### config.mk
export PLATFORM = sky130hd
export DESIGN_NAME = uart_rx_flat
export DESIGN_NICKNAME = d
export VERILOG_FILES = /design/src/rtl/uart_pkg.sv /design/src/rtl/uart_rx_if.sv /design/src/rtl/uart_rx_filter.sv /design/src/rtl/uart_rx.sv /design/src/flat_wrapper.sv
export SDC_FILE = /design/constraint.sdc
export NUM_CORES = 1
export LEC_CHECK = 0
export BUFFER_PORTS_ARGS = -buffer_cell sky130_fd_sc_hd__buf_2
export CAP_MARGIN = 10
export CORE_ASPECT_RATIO = 1.1
export CORE_MARGIN = 2
export CORE_UTILIZATION = 51
export DETAILED_ROUTE_END_ITERATION = 8
export GPL_TIMING_DRIVEN = 0
export PLACE_DENSITY = 0.73
export RECOVER_POWER = 25
export SYNTH_ARGS = -nofsm -noshare
export SYNTH_HDL_FRONTEND = slang
export SYNTH_SLANG_ARGS = --single-unit
### constraint.sdc
create_clock -name clk_i -period 1.6 [get_ports clk_i]
set_clock_uncertainty 0.2 [all_clocks]
set_input_delay 0.16 -clock clk_i [delete_from_list [all_inputs] [get_ports clk_i]]
set_output_delay 0.16 -clock clk_i [all_outputs]
set_load 0.02 [all_outputs]
### src/rtl/uart_pkg.sv
// Shared definitions for the UART controller: receiver FSM encoding,
// default oversampling ratio, register map and status bit positions.
package uart_pkg;

    // Default number of baud-rate strobes per serial bit.
    localparam int OVERSAMPLE_DEFAULT = 16;

    // Receiver FSM encoding (kept as plain constants for legacy tools).
    localparam logic [2:0] ST_IDLE  = 3'd0;
    localparam logic [2:0] ST_START = 3'd1;
    localparam logic [2:0] ST_DATA  = 3'd2;
    localparam logic [2:0] ST_STOP  = 3'd3;
    localparam logic [2:0] ST_BREAK = 3'd4;

    // Controller register map.
    localparam logic [7:0] ADDR_TX_DATA  = 8'h00;
    localparam logic [7:0] ADDR_STATUS   = 8'h01;
    localparam logic [7:0] ADDR_CTRL     = 8'h02;
    localparam logic [7:0] ADDR_BAUD_DIV = 8'h03;
    localparam logic [7:0] ADDR_RX_DATA  = 8'h04;

    // Status register bit positions.
    localparam int STAT_TXBUSY  = 0;
    localparam int STAT_RXFULL  = 1;
    localparam int STAT_FERR    = 2;
    localparam int STAT_OVERRUN = 3;

    // Status nibble as the controller presents it (bit 3 down to bit 0).
    typedef struct packed {
        logic overrun;
        logic ferr;
        logic rxfull;
        logic txbusy;
    } uart_status_t;

    // Two-out-of-three vote used by the input noise filter.
    function automatic logic maj3(input logic a, input logic b, input logic c);
        return (a & b) | (a & c) | (b & c);
    endfunction

endpackage

### src/rtl/uart_rx_if.sv
// Receiver-to-controller data/status bundle. The controller is the master:
// it issues the read pulse and observes the received byte and flags.
interface uart_rx_if;
    logic       rd_i;
    logic [7:0] dout_o;
    logic       full_o;
    logic       frame_err_o;
    logic       overrun_o;

    modport master (
        output rd_i,
        input  dout_o, full_o, frame_err_o, overrun_o
    );

    modport slave (
        input  rd_i,
        output dout_o, full_o, frame_err_o, overrun_o
    );
endinterface

### src/rtl/uart_rx_filter.sv
// Conditions an asynchronous input: 2-flop synchroniser followed by a
// 3-sample majority vote whose history advances only on tick_i.
// Everything resets to 1 (the idle level of a serial line).
module uart_rx_filter
    import uart_pkg::*;
(
    input  logic clk_i,
    input  logic rstn_i,
    input  logic tick_i,
    input  logic din_i,
    output logic dout_o
);

    logic sync1_q;
    logic sync2_q;
    logic [1:0] hist_q;

    // Bring the asynchronous input into the clock domain.
    // NOTE: non-blocking assignments here are what make sync1_q -> sync2_q a real
    // two-stage shift; blocking would collapse both flops into one.
    always_ff @(posedge clk_i) begin
        if (!rstn_i) begin
            sync1_q <= 1'b1;
            sync2_q <= 1'b1;
        end else begin
            sync1_q <= din_i;
            sync2_q <= sync1_q;
        end
    end

    // Keep the two previous tick-rate samples for the vote.
    always_ff @(posedge clk_i) begin
        if (!rstn_i) begin
            hist_q <= 2'b11;
        end else if (tick_i) begin
            hist_q <= {hist_q[0], sync2_q};
        end
    end

    // Current sample plus the two previous ones; a single-sample glitch is outvoted.
    assign dout_o = maj3(hist_q[1], hist_q[0], sync2_q);

endmodule

### src/rtl/uart_rx.sv
// 8N1 UART receiver. Oversamples the line with the baud-rate strobe, frames
// characters, holds one byte for the controller and flags framing errors and
// overruns. OVERSAMPLE must be even and at least 4.
module uart_rx
    import uart_pkg::*;
#(
    parameter int OVERSAMPLE = OVERSAMPLE_DEFAULT
) (
    input  logic      clk_i,
    input  logic      rstn_i,
    input  logic      brg_stb_i,
    input  logic      rx_i,
    uart_rx_if.slave  bus
);

    localparam int CW = $clog2(OVERSAMPLE);
    localparam logic [CW-1:0] TICK_MID  = CW'(OVERSAMPLE / 2 - 1);
    localparam logic [CW-1:0] TICK_LAST = CW'(OVERSAMPLE - 1);

    logic          rx_bit;
    logic [2:0]    state_q;
    logic [CW-1:0] tick_cnt_q;
    logic [2:0]    bit_cnt_q;
    logic [7:0]    shift_q;
    logic          accept;

    logic [7:0]    dout_q;
    logic          full_q;
    logic          ferr_q;
    logic          ovr_q;

    uart_rx_filter u_filter (
        .clk_i  (clk_i),
        .rstn_i (rstn_i),
        .tick_i (brg_stb_i),
        .din_i  (rx_i),
        .dout_o (rx_bit)
    );

    // Frame sequencer: advances only on baud strobes.
    always_ff @(posedge clk_i) begin
        if (!rstn_i) begin
            state_q    <= ST_IDLE;
            tick_cnt_q <= '0;
            bit_cnt_q  <= '0;
            shift_q    <= '0;
        end else if (brg_stb_i) begin
            case (state_q)
                ST_IDLE: begin
                    if (!rx_bit) begin
                        state_q    <= ST_START;
                        tick_cnt_q <= '0;
                    end
                end
                ST_START: begin
                    // Re-check mid start bit so a short low pulse is not taken as a frame.
                    if (tick_cnt_q == TICK_MID) begin
                        tick_cnt_q <= '0;
                        bit_cnt_q  <= '0;
                        state_q    <= rx_bit ? ST_IDLE : ST_DATA;
                    end else begin
                        tick_cnt_q <= tick_cnt_q + 1'b1;
                    end
                end
                ST_DATA: begin
                    if (tick_cnt_q == TICK_LAST) begin
                        tick_cnt_q <= '0;
                        shift_q    <= {rx_bit, shift_q[7:1]};
                        bit_cnt_q  <= bit_cnt_q + 1'b1;
                        if (bit_cnt_q == 3'd7) begin
                            state_q <= ST_STOP;
                        end
                    end else begin
                        tick_cnt_q <= tick_cnt_q + 1'b1;
                    end
                end
                ST_STOP: begin
                    if (tick_cnt_q == TICK_LAST) begin
                        tick_cnt_q <= '0;
                        state_q    <= rx_bit ? ST_IDLE : ST_BREAK;
                    end else begin
                        tick_cnt_q <= tick_cnt_q + 1'b1;
                    end
                end
                ST_BREAK: begin
                    // A line held low must return high before a new start bit is accepted.
                    if (rx_bit) begin
                        state_q <= ST_IDLE;
                    end
                end
                // NOTE: unused encodings fall back to IDLE so an upset cannot wedge the FSM.
                default: state_q <= ST_IDLE;
            endcase
        end
    end

    // Stop-bit sample tick: the byte in shift_q is complete.
    assign accept = brg_stb_i && (state_q == ST_STOP) && (tick_cnt_q == TICK_LAST);

    // Holding register and flags: runs every clock; a new byte beats a read.
    always_ff @(posedge clk_i) begin
        if (!rstn_i) begin
            dout_q <= '0;
            full_q <= 1'b0;
            ferr_q <= 1'b0;
            ovr_q  <= 1'b0;
        end else if (accept) begin
            if (!full_q || bus.rd_i) begin
                dout_q <= shift_q;
                full_q <= 1'b1;
                ferr_q <= ~rx_bit;
                ovr_q  <= ovr_q & ~bus.rd_i;
            end else begin
                ovr_q  <= 1'b1;
            end
        end else if (bus.rd_i) begin
            full_q <= 1'b0;
            ferr_q <= 1'b0;
            ovr_q  <= 1'b0;
        end
    end

    assign bus.dout_o      = dout_q;
    assign bus.full_o      = full_q;
    assign bus.frame_err_o = ferr_q;
    assign bus.overrun_o   = ovr_q;

endmodule

### src/flat_wrapper.sv
// flat-port wrapper written by rule: the top's interface ports become plain ports
module uart_rx_flat import uart_pkg::*;
#(
    parameter int OVERSAMPLE = OVERSAMPLE_DEFAULT
)
  (clk_i, rstn_i, brg_stb_i, rx_i, bus_rd_i, bus_dout_o, bus_full_o, bus_frame_err_o, bus_overrun_o);
  uart_rx_if bus_i ();
  input  logic clk_i;
  input  logic rstn_i;
  input  logic brg_stb_i;
  input  logic rx_i;
  input wire logic [$bits(bus_i.rd_i)-1:0] bus_rd_i;
  output wire logic [$bits(bus_i.dout_o)-1:0] bus_dout_o;
  output wire logic [$bits(bus_i.full_o)-1:0] bus_full_o;
  output wire logic [$bits(bus_i.frame_err_o)-1:0] bus_frame_err_o;
  output wire logic [$bits(bus_i.overrun_o)-1:0] bus_overrun_o;
  assign bus_i.rd_i = bus_rd_i;
  assign bus_dout_o = bus_i.dout_o;
  assign bus_full_o = bus_i.full_o;
  assign bus_frame_err_o = bus_i.frame_err_o;
  assign bus_overrun_o = bus_i.overrun_o;
  uart_rx #(.OVERSAMPLE(OVERSAMPLE)) u_core (.clk_i(clk_i), .rstn_i(rstn_i), .brg_stb_i(brg_stb_i), .rx_i(rx_i), .bus(bus_i));
endmodule
# Yosys cells after proc, flatten, opt, wreduce, memory -nomap -nowiden
# Cells that the tools add are included.
# Widths: inputs -> output; s select.
[classes] addsub=2 n_eq_ne=14 n_mux=23 n_bitwise=8 reduce_logical=15
[ops] op="$mux 3" count=9
[ops] op="$pmux 3 s5" count=1
[ops] op="$mux 4" count=3
[ops] op="$pmux 4 s3" count=1
[ops] op="$ne 2x1->1 const B" count=5
[ops] op="$mux 1" count=7
[ops] op="$reduce_and 7->1" count=1
[ops] op="$eq 3x2->1 const B" count=2
[ops] op="$eq 3x3->1 const B" count=2
[ops] op="$pmux 3 s2" count=1
[ops] op="$reduce_and 3->1" count=2
[ops] op="$add 4x1->4 const B" count=1
[ops] op="$and 1x1->1" count=4
[ops] op="$eq 4x3->1 const B" count=1
[ops] op="$eq 4x4->1 const B" count=1
[ops] op="$ne 2x2->1 const B" count=2
[ops] op="$reduce_and 2->1" count=2
[ops] op="$reduce_and 4->1" count=1
[ops] op="$reduce_bool 2->1" count=2
[ops] op="$add 3x1->3 const B" count=1
[ops] op="$eq 3x1->1 const B" count=1
[ops] op="$logic_not 3->1" count=1
[ops] op="$reduce_bool 3->1" count=1
[ops] op="$logic_and 1x1->1" count=2
[ops] op="other kinds (6)" count=8
[word_totals] regBits=33 input_bits=5 output_inout_bits=11 elab_cells=73

# Logic depth before layout (Yosys ltp)
# Gate-level depths: netlist of the first run.
[depth] word_depth=6 ltp_mapped=6 mapped_depth_nobuf=5

# Hierarchy
# A second synthesis of the first run with hierarchy kept.
[hier_totals] hier_cells=168 area_unflattened_um2=1532.7
[by_module_without_submodules] mod="uart_rx" instances=1 cells_each=157 area_each_um2=1401.3
[by_module_without_submodules] mod="uart_rx_filter" instances=1 cells_each=11 area_each_um2=131.4

# Worst setup path before layout of the first run
# Ideal clock, no wire load.
[synth_timing] path_kind="reg2reg" from="register u_core.tick_cnt_q[0]" to="register u_core.shift_q[7]" setup_ns=0.116 t_arrival_ns=1.358 t_required_ns=1.284 slack_ns=-0.074 path_stages_with_launch=7 synth_period_minus_slack_ns=1.674 path_cell_list="dfxtp_1 -> ha_1 -> nand2_2 -> nor4_4 -> buf_6 -> mux2i_1 -> nor2b_1"
[synth_via] elab_chain_len=2
[synth_lines] element="start: declaration" line="uart_rx.sv:22" rtl="logic [CW-1:0] tick_cnt_q;"
[synth_lines] element="start signal: assignment" line="uart_rx.sv:62" rtl="tick_cnt_q <= tick_cnt_q + 1'b1;"
[synth_lines] element="start signal: assignment" line="uart_rx.sv:74" rtl="tick_cnt_q <= tick_cnt_q + 1'b1;"
[synth_lines] element="start signal: assignment" line="uart_rx.sv:82" rtl="tick_cnt_q <= tick_cnt_q + 1'b1;"
[synth_lines] element="$eq 4x4->1" line="uart_rx.sv:66" rtl="if (tick_cnt_q == TICK_LAST) begin"
[synth_lines] element="$reduce_and 3->1 (no source line)"
[synth_lines] element="end signal: assignment" line="uart_rx.sv:68" rtl="shift_q <= {rx_bit, shift_q[7:1]};"
[synth_lines] element="end: declaration" line="uart_rx.sv:24" rtl="logic [7:0] shift_q;"
# Every way passes these cells.
# A chain may end at the register's enable or synchronous reset.

# Final worst setup path of the first run
[layout_timing] from="register u_core.bit_cnt_q[0]" to="register u_core.state_q[0]"
[layout_via] elab_chain_len=3
[layout_lines] element="start: declaration" line="uart_rx.sv:23" rtl="logic [2:0] bit_cnt_q;"
[layout_lines] element="start signal: assignment" line="uart_rx.sv:69" rtl="bit_cnt_q <= bit_cnt_q + 1'b1;"
[layout_lines] element="$eq 3x3->1" line="uart_rx.sv:70" rtl="if (bit_cnt_q == 3'd7) begin"
[layout_lines] element="$ne 2x1->1 (no source line)"
[layout_lines] element="$reduce_and 7->1 (no source line)"
[layout_lines] element="end signal: assignment" line="uart_rx.sv:60" rtl="state_q <= rx_bit ? ST_IDLE : ST_DATA;"
[layout_lines] element="end signal: assignment" line="uart_rx.sv:80" rtl="state_q <= rx_bit ? ST_IDLE : ST_BREAK;"
[layout_lines] element="end: declaration" line="uart_rx.sv:21" rtl="logic [2:0] state_q;"
# Every way passes these cells.

==> results.tsv, run 1 <==
metric	value	unit
status	complete, but fails checks	
failing checks	setup timing	
Worst path max stage delay	460	ps
min setup slack post-route	-54.9	ps
Max Cap Viol	0	
# diodes	0	
crit path cell chain	ha_2 -> ha_2 -> or4b_1 -> nand3_1 -> mux2i_1	
Vias	1311	
max frequency	604	MHz
Yosys reg bits	33	
sw frac	0.248	
effective utilization at floorplan	0.540	
Final nets	208	
die area	3390	sq um
Crit path buffers/inverters	0	
Die X	55.7	um
fin crit share	1.03	
setup TNS	-154	ps
kind of end point of the critical path	flop	
global-route usage over all layers	0.226	
CTS H-tree depth	2	
P_leak	0.733	nW
Tot Pwr	1.35	mW
critical path required time	1670	ps
Synth Instances	157	
Post-route DRC	0	
Worst Path Class, Setup	reg2reg	
Clock Tree Root	clkbuf_4	
IO Port Bufs	13	
end point of the worst hold path	u_core.state_q[1]	
met3 GRT Util	0.0682	
worst r2r src	u_core.bit_cnt_q[0]	
pre-CTS setup slack	-215	ps
drt pass-1 iters	4	
most frequent cells in the layout	dfxtp_1 (25), buf_4 (20), nand2_1 (18)	
first-pass GRT wire length	5670	um
Via density	5.60	
initial DRC count	36	
IO Count	16	
most used routing layer	met2	
Overflow after GRT	0	
layout cell share with drive strength beyond 1	0.318	
worst r2r dst	u_core.state_q[0]	
Most common cell on crit path	ha_2	
Worst path slowest cell	or4b_1	
Routed Antenna Nets	0	
Seq/Total Area, Yosys	0.441	
Synth top area share	0.441	
Hold Path Depth	3	
min Tclk post-route	1650	ps
largest net degree at the start of global routing	12	
clk sinks	33	
Routed WL	3460	um
Rows	20	
Synth-to-Final Area Change	28.0	%
worst skew pair latency	340	ps
DP Wirelength	2220	um
commonest non-fill, non-tap cell in the layout	dfxtp_1	
CP max FO	2	
CP top delay family	simple AND/OR/NAND/NOR gates	
type of the most critical hold path	in2reg	
post-synthesis async set-or-reset flop share	0	
placed cell areas	1620	sq um
yosys warns	0	
vias in the first global route	1245	
final slew viol count	0	
Pint	1.02	mW
CTS Buffer Depth	2	
P_sw	0.334	mW
RSZ-0062 raised after global routing	true	
design area	1920	sq um
Hold Path Origin	brg_stb_i	
Post-Syn Area	1500	sq um
Tightest Pin Transition	551	ps
power per cell area	704	nW/um^2
clock share of power	0.342	
distinct cell type count after synthesis	46	
grt met2 use	0.398	
final core utilization	0.691	
Syn Nets	165	
antenna violations before repair	0	
final setup fails	9	
EDFF count, synth	0	
Placer Congestion	0.834	
top post-synthesis cells by area	dfxtp_1 (44%), mux2i_1 (8.7%), nor2b_1 (5.0%)	
clk slew on worst S/H paths	110	ps
area leader, netlist	dfxtp_1	
Die Y	60.9	um
Seq pwr share	0.608	
Worst R2R Setup Slack	-50	ps
core box area	2780	sq um
Startpoint Class	flop	
routing usage on met1	0.247	
Slew HR	0.632	
Gate power share	0.050	
peak supply drop	0.000660	V
reg2reg path depth	5	
CTS tree	built	
top_reg_cell synth	dfxtp_1	
CP arrival	1730	ps
CTS buffer count	5	
Synth Area per Inst	9.55	sq um
post-DR wirelength/cell	14.8	um
Final Hold Viols	0	
metrics by stage:
step	hold slack, ps	std cells
6_report	50.7	234
3_3_place_gp	140	203
5_1_grt	51.4	234
3_5_place_dp	146	203
4_1_cts	30.4	225
2_1_floorplan	36.1	157
worst max-delay path by stage:
stage	start	end	slack, ps	depth (start not counted)
floorplan	u_core.tick_cnt_q[0]	u_core.bus.frame_err_o	0.4	5
global placement	u_core.tick_cnt_q[0]	u_core.bus.dout_o[5]	-150	6
finish	u_core.bit_cnt_q[0]	u_core.state_q[0]	-50	5
CTS	u_core.bit_cnt_q[0]	u_core.state_q[0]	-60	5
global route	u_core.state_q[1]	u_core.shift_q[1]	-120	6
detailed placement	u_core.tick_cnt_q[0]	u_core.bus.dout_o[6]	-220	6
cells in the mapped netlist (2+ instances only):
cell	count
dfxtp_1	33
nor2_1	4
a22oi_1	2
buf_4	2
nor2b_1	12
nor3b_1	3
clkbuf_1	4
o21ai_1	9
a31o_2	2
a21oi_1	2
buf_2	2
mux2i_1	13
buf_6	2
nand4_1	2
nand3_1	10
nand2_1	19
nand2b_1	4
ha_1	3
o21ai_0	2
kinds of logic after synthesis:
| group | share of synthesized area |
|---|---|
| compound gates | 0.120 |
| xor+xnor | 0.0117 |
| fa+ha+maj | 0.0326 |
| buf+inv | 0.0442 |
| flops | 0.441 |
| mux | 0.0868 |
| simple gates | 0.264 |
state kept, by name (all words and copies together), names as in the netlist:
signal / count
u_core.tick_cnt_q: 4
u_core.bus.overrun_o: 1
u_core.bus.full_o: 1
u_core.u_filter.sync1_q: 1
u_core.state_q: 3
u_core.bus.frame_err_o: 1
u_core.u_filter.hist_q: 2
u_core.bus.dout_o: 8
u_core.shift_q: 8
u_core.u_filter.sync2_q: 1
u_core.bit_cnt_q: 3
tightest hold or removal path: stages:
cell and delay, ps:
buf_4 120, a21oi_1 80, a31o_2 200
power by group through the flow:
stage	Clock (mW)	Sequential [mW]	Combinational, mW
6_report	0.461	0.821	0.0679
2_1_floorplan	0	0.844	0.0372
3_5_place_dp	0	0.845	0.0507
3_3_place_gp	0	0.845	0.0498
5_1_grt	0.509	0.821	0.0731
4_1_cts	0.481	0.826	0.0622
metal layers:
metal	wire length, um	part of all wire
met1	1390	0.40
met2	1800	0.52
met3	138	0.040
met4	136	0.039
met5	0	0
cell type report:
type | count | area (sq um)
multi-input combinational | 113 | 821
clock buffer | 5 | 37.5
timing repair buffer | 37 | 255
fill | 230 | 860
tap | 33 | 41.3
buffer | 10 | 67.6
sequential | 33 | 678
clock inverter | 3 | 17.5
what timing repair did:
item / CTS / global route
hold buffers: 6 / 0
cloned: 1 / 0
hold endpoints to repair: 8 / 0
gates resized for setup: 15 / 9
setup buffers: 8 / 9
pin swaps: 4 / 3
endpoints found under the setup margin: 22 / 22
(Power assumes the default switching activity.)
==> inputs of run 2 (changes only) <==
Settings changed: ABC_AREA set to 1, PLACE_DENSITY 0.73 to 0.74.
==> run 2 against run 1 <==
The flow still finishes with violations (setup timing). Cell area is 6.3% lower. Highest routed layer unchanged. Final cell count increased by 11%. Worst setup slack improved by 28 ps. Largest cell class unchanged. Count of clock-buffer cells in the layout increased by 1. Synthesized cell count up 24%. Combinational power rose to 7.2 times the previous value.
==> results.tsv, run 2 <==
metric	value	unit	change
status	complete, but fails checks		
failing checks	setup timing		
Syn Nets	203		+23%
EDFF count, synth	0		unchanged
most frequent cells in the layout	nand2_1 (44), dfxtp_1 (31), nor2_1 (23)		
CTS Buffer Depth	2		unchanged
peak supply drop	0.000703	V	+6.5%
mux cell area share after synthesis	0		-0.0868
CP max FO	5		+3
Routed Antenna Nets	0		unchanged
max frequency	615	MHz	+1.7%
# diodes	0		unchanged
largest family of logic cells by synthesized area	simple AND/OR/NAND/NOR gates		
P_sw	0.650	mW	+94%
Die Y	59.6	um	-2.0%
sw frac	0.347		+0.0992
clock share of power	0.271		-0.071
RSZ-0062 raised after global routing	true		
final core utilization	0.659		-0.0318
Tightest Pin Transition	342	ps	-209 ps
Synth Instances	195		+24%
Die X	54.6	um	-2.0%
area leader, netlist	dfxtp_1		
Seq pwr share	0.469		-0.139
effective utilization at floorplan	0.526		-0.0135
Clock Tree Root	clkbuf_4		
Via density	5.37		-4.2%
largest net degree at the start of global routing	12		unchanged
post-DR wirelength/cell	13.6	um	-8.1%
critical path required time	1670	ps	about the same
Slew HR	0.771		+0.139
drt pass-1 iters	5		+1
Synth Area per Inst	7.36	sq um	-23%
distinct cell type count after synthesis	26		-43%
Gate power share	0.259		+0.209
Seq/Total Area, Yosys	0.460		+0.0196
fin crit share	1.02		-0.0176
Yosys reg bits	33		unchanged
Startpoint Class	flop		
dpl cells	243		+20%
clk slew on worst S/H paths	110	ps	about the same
global-route usage over all layers	0.249		+0.0231
Worst path max stage delay	390	ps	-70 ps
final setup fails	13		+4
CTS buffer count	5		unchanged
Post-Syn Area	1440	sq um	-4.3%
power per cell area	1040	nW/um^2	+48%
crit path cell chain	ha_4 -> nand3_4 -> nor3_4 -> buf_4 -> nand3_1 -> a21oi_2		
Worst Path Class, Setup	reg2reg		
IO Port Bufs	15		+2
antenna violations before repair	0		unchanged
Max Cap Viol	0		unchanged
CTS tree	built		
Overflow after GRT	0		unchanged
type of the most critical hold path	reg2reg		
initial DRC count	39		+8.3%
post-synthesis xor/xnor area fraction	0		-0.0117
top_reg_cell synth	dfxtp_1		
Vias	1390		+6.0%
die area	3250	sq um	-4.0%
Post-Synth Adder-Cell Area	0.0262		-0.00640
commonest non-fill, non-tap cell in the layout	nand2_1		
CTS H-tree depth	2		unchanged
Post-route DRC	0		unchanged
Placer Congestion	0.847		+1.7%
worst skew pair latency	340	ps	about the same
Final Hold Viols	0		unchanged
IO Count	16		unchanged
core box area	2730	sq um	-1.8%
Synth-to-Final Area Change	25.2	%	
clk sinks	33		unchanged
vias in the first global route	1319		+5.9%
Pint	1.22	mW	+21%
P_leak	0.831	nW	+13%
post-synthesis compound-gate area fraction	0.135		+0.0149
Synth top area share	0.460		+0.0196
first-pass GRT wire length	5600	um	-1.2%
DP Wirelength	2350	um	+6.1%
final std cells w/o fill	259		+11%
Simple-Gate Fraction of Synth Area	0.316		+0.0518
Worst path slowest cell	dfxtp_4		
top post-synthesis cells by area	dfxtp_1 (46%), nand2_1 (13%), nor2_1 (7.6%)		
min setup slack post-route	-26.6	ps	+28.2 ps
top-count cell post-synth	nand2_1		
CP arrival	1700	ps	-30 ps
top post-synthesis cells by count	nand2_1 (48), dfxtp_1 (33), nor2_1 (29)		
yosys warns	0		unchanged
post-synthesis async set-or-reset flop share	0		unchanged
Routed WL	3520	um	+1.7%
Rows	20		unchanged
min Tclk post-route	1630	ps	-28.2 ps
layout cell share with drive strength beyond 1	0.274		-0.0441
Final nets	233		+12%
final slew viol count	0		unchanged
kind of end point of the critical path	flop		
-- run 2: cell count changes in the layout (fill, tap and decap cells not counted), sizes merged, moves of 3 or more --
cell    previous run  this run
nor2b             12         0
a21oi              2        19
mux2i             13         0
buf               33        18
inv                0        15
nand3             10        15
nand2b             5         0
nor2               4        29
nor3b              3         0
nand2             20        50
-- run 2: area by class of cell --
type / instances / area (sq um)
buffer: 5 / 40.0
timing repair buffer: 23 / 144
inverter: 16 / 62.6
fill: 233 / 931
sequential: 33 / 668
multi-input combinational: 141 / 776
clock buffer: 6 / 51.3
clock inverter: 2 / 13.8
tap: 33 / 41.3
-- run 2: logic make-up after synthesis --
logic type,count (synthesis)
flops,33
buf+inv,21
simple gates,102
fa+ha+maj,3
compound gates,36
-- run 2: what timing repair did --
item / in CTS / in global routing
gates resized for setup: 6 / 31
cloned: 0 / 1
buffers inserted: 2 / 1
hold endpoints to repair: 9 / 0
hold buffers: 4 / 0
setup endpoints to repair: 23 / 27
pin swaps: 1 / 8
-- run 2: routing by layer --
layer,vias up,share of wire,GRT usage
li1,697,-,-
met1,652,0.40,0.253
met2,36,0.54,0.451
met3,5,0.041,0.0833
met4,0,0.010,0.100
met5,-,0,0
-- run 2: power by group through the flow --
stage | logic (mW) | registers [mW] | clock network, mW
2_1_floorplan | 0.305 | 0.892 | 0
3_3_place_gp | 0.369 | 0.897 | 0
3_5_place_dp | 0.380 | 0.899 | 0
4_1_cts | 0.395 | 0.880 | 0.528
5_1_grt | 0.537 | 0.884 | 0.574
6_report | 0.486 | 0.880 | 0.508
-- run 2: worst paths after layout --
| path | start | end | cells after the start | slack [ps] |
|---|---|---|---|---|
| worst min-delay path | u_core.u_filter.sync1_q | u_core.u_filter.sync2_q | 1 | 220 |
| worst max register to register | u_core.tick_cnt_q[0] | u_core.bus.dout_o[4] | 6 | -30 |
| worst max-delay path | u_core.tick_cnt_q[0] | u_core.bus.dout_o[4] | 6 | -30 |
| worst min register to register | u_core.u_filter.sync1_q | u_core.u_filter.sync2_q | 1 | 220 |
-- run 2: worst max-delay path: cells and delay by family, from the launching register on --
kind                     cells  cell delay (ps)
AND/OR/NAND/NOR              3              480
flip-flops                   1              390
buffers and inverters        1              170
AO/OA/AOI/OAI                1              160
adder cells (fa/ha/maj)      1              150
-- run 2: per-stage QoR --
stage | power (mW) | hold WS [ps] | worst slack (ps) | area, sq um | setup TNS [ps]
finish | 1.87 | 223 | -26.6 | 1800 | -161
global route | 1.99 | 262 | -128 | 1800 | -2100
CTS | 1.80 | 226 | -15.6 | 1700 | -49.5
global placement | 1.27 | 141 | -157 | 1570 | -1480
detailed placement | 1.28 | 154 | -197 | 1570 | -2190
floorplan | 1.20 | 38.5 | 7.41 | 1450 | 0
==> inputs of run 3 (changes only) <==
Settings changed: CELL_PAD_IN_SITES_DETAIL_PLACEMENT set to 0, CELL_PAD_IN_SITES_GLOBAL_PLACEMENT set to 1, CORE_UTILIZATION 51 to 37, GPL_TIMING_DRIVEN 0 to unset, PLACE_DENSITY 0.74 to unset, PLACE_DENSITY_LB_ADDON set to 0.1.
==> run 3 against run 2 <==
The run now ends clean. Register-to-register slack improved by 60 ps. Worst setup slack improved by 58 ps. Core utilization decreased by 15 points. Worst hold slack got worse by 210 ps. Sequential share of layout area decreased by 1.5 points. Global-route usage decreased by 7.8 points. Final cell count increased by 8.9%. First-iteration DRC count increased by 5.1%. Critical path depth increased by 2. Largest cell class unchanged.
==> results.tsv, run 3 (synthesis gave the netlist of run 2 again) <==
metric	value	unit	change
Startpoint Class	primary input		
worst r2r src	u_core.tick_cnt_q[1]		
CTS Buffer Depth	2		unchanged
Final Hold Viols	0		unchanged
final setup fails	0		-13
Via density	4.86		-9.5%
final slew viol count	0		unchanged
CTS tree	built		
IO Port Bufs	15		unchanged
post-DR wirelength/cell	12.2	um	-11%
P_leak	0.871	nW	+4.8%
final std cells w/o fill	282		+8.9%
placed cell areas	1670	sq um	+6.6%
reg2reg path depth	6		unchanged
Routed WL	3430	um	-2.6%
Worst Path Class, Setup	in2reg		
kind of end point of the critical path	flop		
Post-CTS Setup Bufs	0		-2
fin crit share	0.980		-0.0361
most used routing layer	met2		
critical path required time	1560	ps	-110 ps
met3 GRT Util	0.0438		-0.0395
Routed Antenna Nets	0		unchanged
largest net degree at the start of global routing	16		+4
worst skew pair latency	280	ps	-60 ps
Worst path max stage delay	520	ps	+130 ps
min Tclk post-route	1570	ps	-57.8 ps
peak supply drop	0.000567	V	-19%
hold_ws	17.7	ps	-206 ps
core box area	3680	sq um	+35%
Slew HR	0.833		+0.0614
commonest non-fill, non-tap cell in the layout	nand2_1		
global-route usage over all layers	0.171		-0.0780
Worst path slowest cell	dlygate4sd3_1		
IO Count	16		unchanged
pre-CTS setup slack	-34.1	ps	+162 ps
Rows	23		+15%
Tot Pwr	2.01	mW	+7.3%
initial DRC count	41		+5.1%
max frequency	637	MHz	+3.7%
Vias	1370		-1.4%
status	complete, no violations		
layout cell share with drive strength beyond 1	0.306		+0.0317
CP max FO	8		+3
crit path cell chain	dlygate4sd3_1 -> clkbuf_4 -> inv_2 -> nor3_4 -> nand2_2 -> buf_6 -> nand2_1 -> a21oi_1		
DP Wirelength	2480	um	+5.5%
Die X	63.4	um	+16%
drt pass-1 iters	4		-1
Die Y	69.3	um	+16%
Tightest Pin Transition	250	ps	-92.0 ps
setup TNS	0	ps	+161 ps
Final nets	239		+2.6%
Synth-to-Final Area Change	30.9	%	
antenna violations before repair	0		unchanged
clk slew on worst S/H paths	70	ps	-40 ps
vias in the first global route	1362		+3.3%
# diodes	0		unchanged
end point of the worst hold path	u_core.u_filter.sync2_q		
Clock Tree Root	clkbuf_8		
grt met2 use	0.297		-0.154
design area	1880	sq um	+4.5%
die area	4390	sq um	+35%
RSZ-0062 raised after global routing	true		
final core utilization	0.510		-0.149
CTS H-tree depth	2		unchanged
clk sinks	33		unchanged
Worst R2R Setup Slack	30	ps	+60 ps
Overflow after GRT	0		unchanged
effective utilization at floorplan	0.390		-0.137
CP arrival	1530	ps	-170 ps
Hold Path Depth	3		+2
worst r2r dst	u_core.shift_q[4]		
power per cell area	1070	nW/um^2	+2.6%
CTS buffer count	5		unchanged
type of the most critical hold path	in2reg		
Post-route DRC	0		unchanged
Placer Congestion	0.879		+3.8%
Hold Path Origin	rstn_i		
min setup slack post-route	31.2	ps	+57.8 ps
dpl cells	270		+11%
first-pass GRT wire length	5930	um	+5.9%
most frequent cells in the layout	nand2_1 (41), dfxtp_1 (28), nor2_1 (24)		
Max Cap Viol	0		unchanged
routing usage on met1	0.194		-0.0593
==> run 3: changes by cell type in the layout (fill, tap and decap cells not counted), sizes merged <==
cell | previous run | this run
buf | 18 | 28
clkbuf | 12 | 9
dlygate4sd3 | 4 | 3
==> run 3: per-layer routing <==
| layer | vias up | routed length (um) | part of all wire |
|---|---|---|---|
| met5 | - | 0 | 0 |
| met4 | 0 | 38 | 0.011 |
| met3 | 2 | 84 | 0.024 |
| met2 | 17 | 1730 | 0.51 |
| met1 | 644 | 1570 | 0.46 |
| li1 | 707 | - | - |
==> run 3: critical path: cells and delay by family <==
family / cells / cell delay (ps)
AOI/OAI and AO/OA: 1 / 60
buffers and inverters: 4 / 920
and+or+nand+nor: 3 / 390
==> run 3: how the worst max path moves through the flow <==
stage | slack, ps | start | endpoint
finish | 30 | brg_stb_i | u_core.bus.dout_o[7]
CTS | 2 | u_core.tick_cnt_q[1] | u_core.bus.overrun_o
detailed placement | -30 | u_core.tick_cnt_q[1] | u_core.state_q[1]
global placement | -10 | u_core.tick_cnt_q[0] | u_core.state_q[0]
floorplan | 7 | u_core.tick_cnt_q[1] | u_core.bus.dout_o[1]
global route | -60 | u_core.tick_cnt_q[1] | u_core.state_q[1]
==> run 3: what timing repair did <==
item,in CTS,in global routing
hold buffers,3,0
hold endpoints to repair,5,0
cloned,0,1
resized for setup,2,30
endpoints found under the setup margin,4,24
pin swaps,0,5
==> run 3: power by group <==
part / total [mW] / internal (mW) / switching [mW]
registers: 0.907 / 0.860 / 0.0471
clock network: 0.600 / 0.301 / 0.299
logic: 0.504 / 0.192 / 0.312
total: 2.01 / 1.35 / 0.658
==> run 3: layout make-up <==
cell class / count / area [sq um]
clock inverters: 2 / 10.0
inverters: 16 / 60.1
multi-input cells: 141 / 766
fillers: 409 / 1810
well taps: 50 / 62.6
clock buffers: 6 / 72.6
repair buffers: 34 / 238
flip-flops and latches: 33 / 669
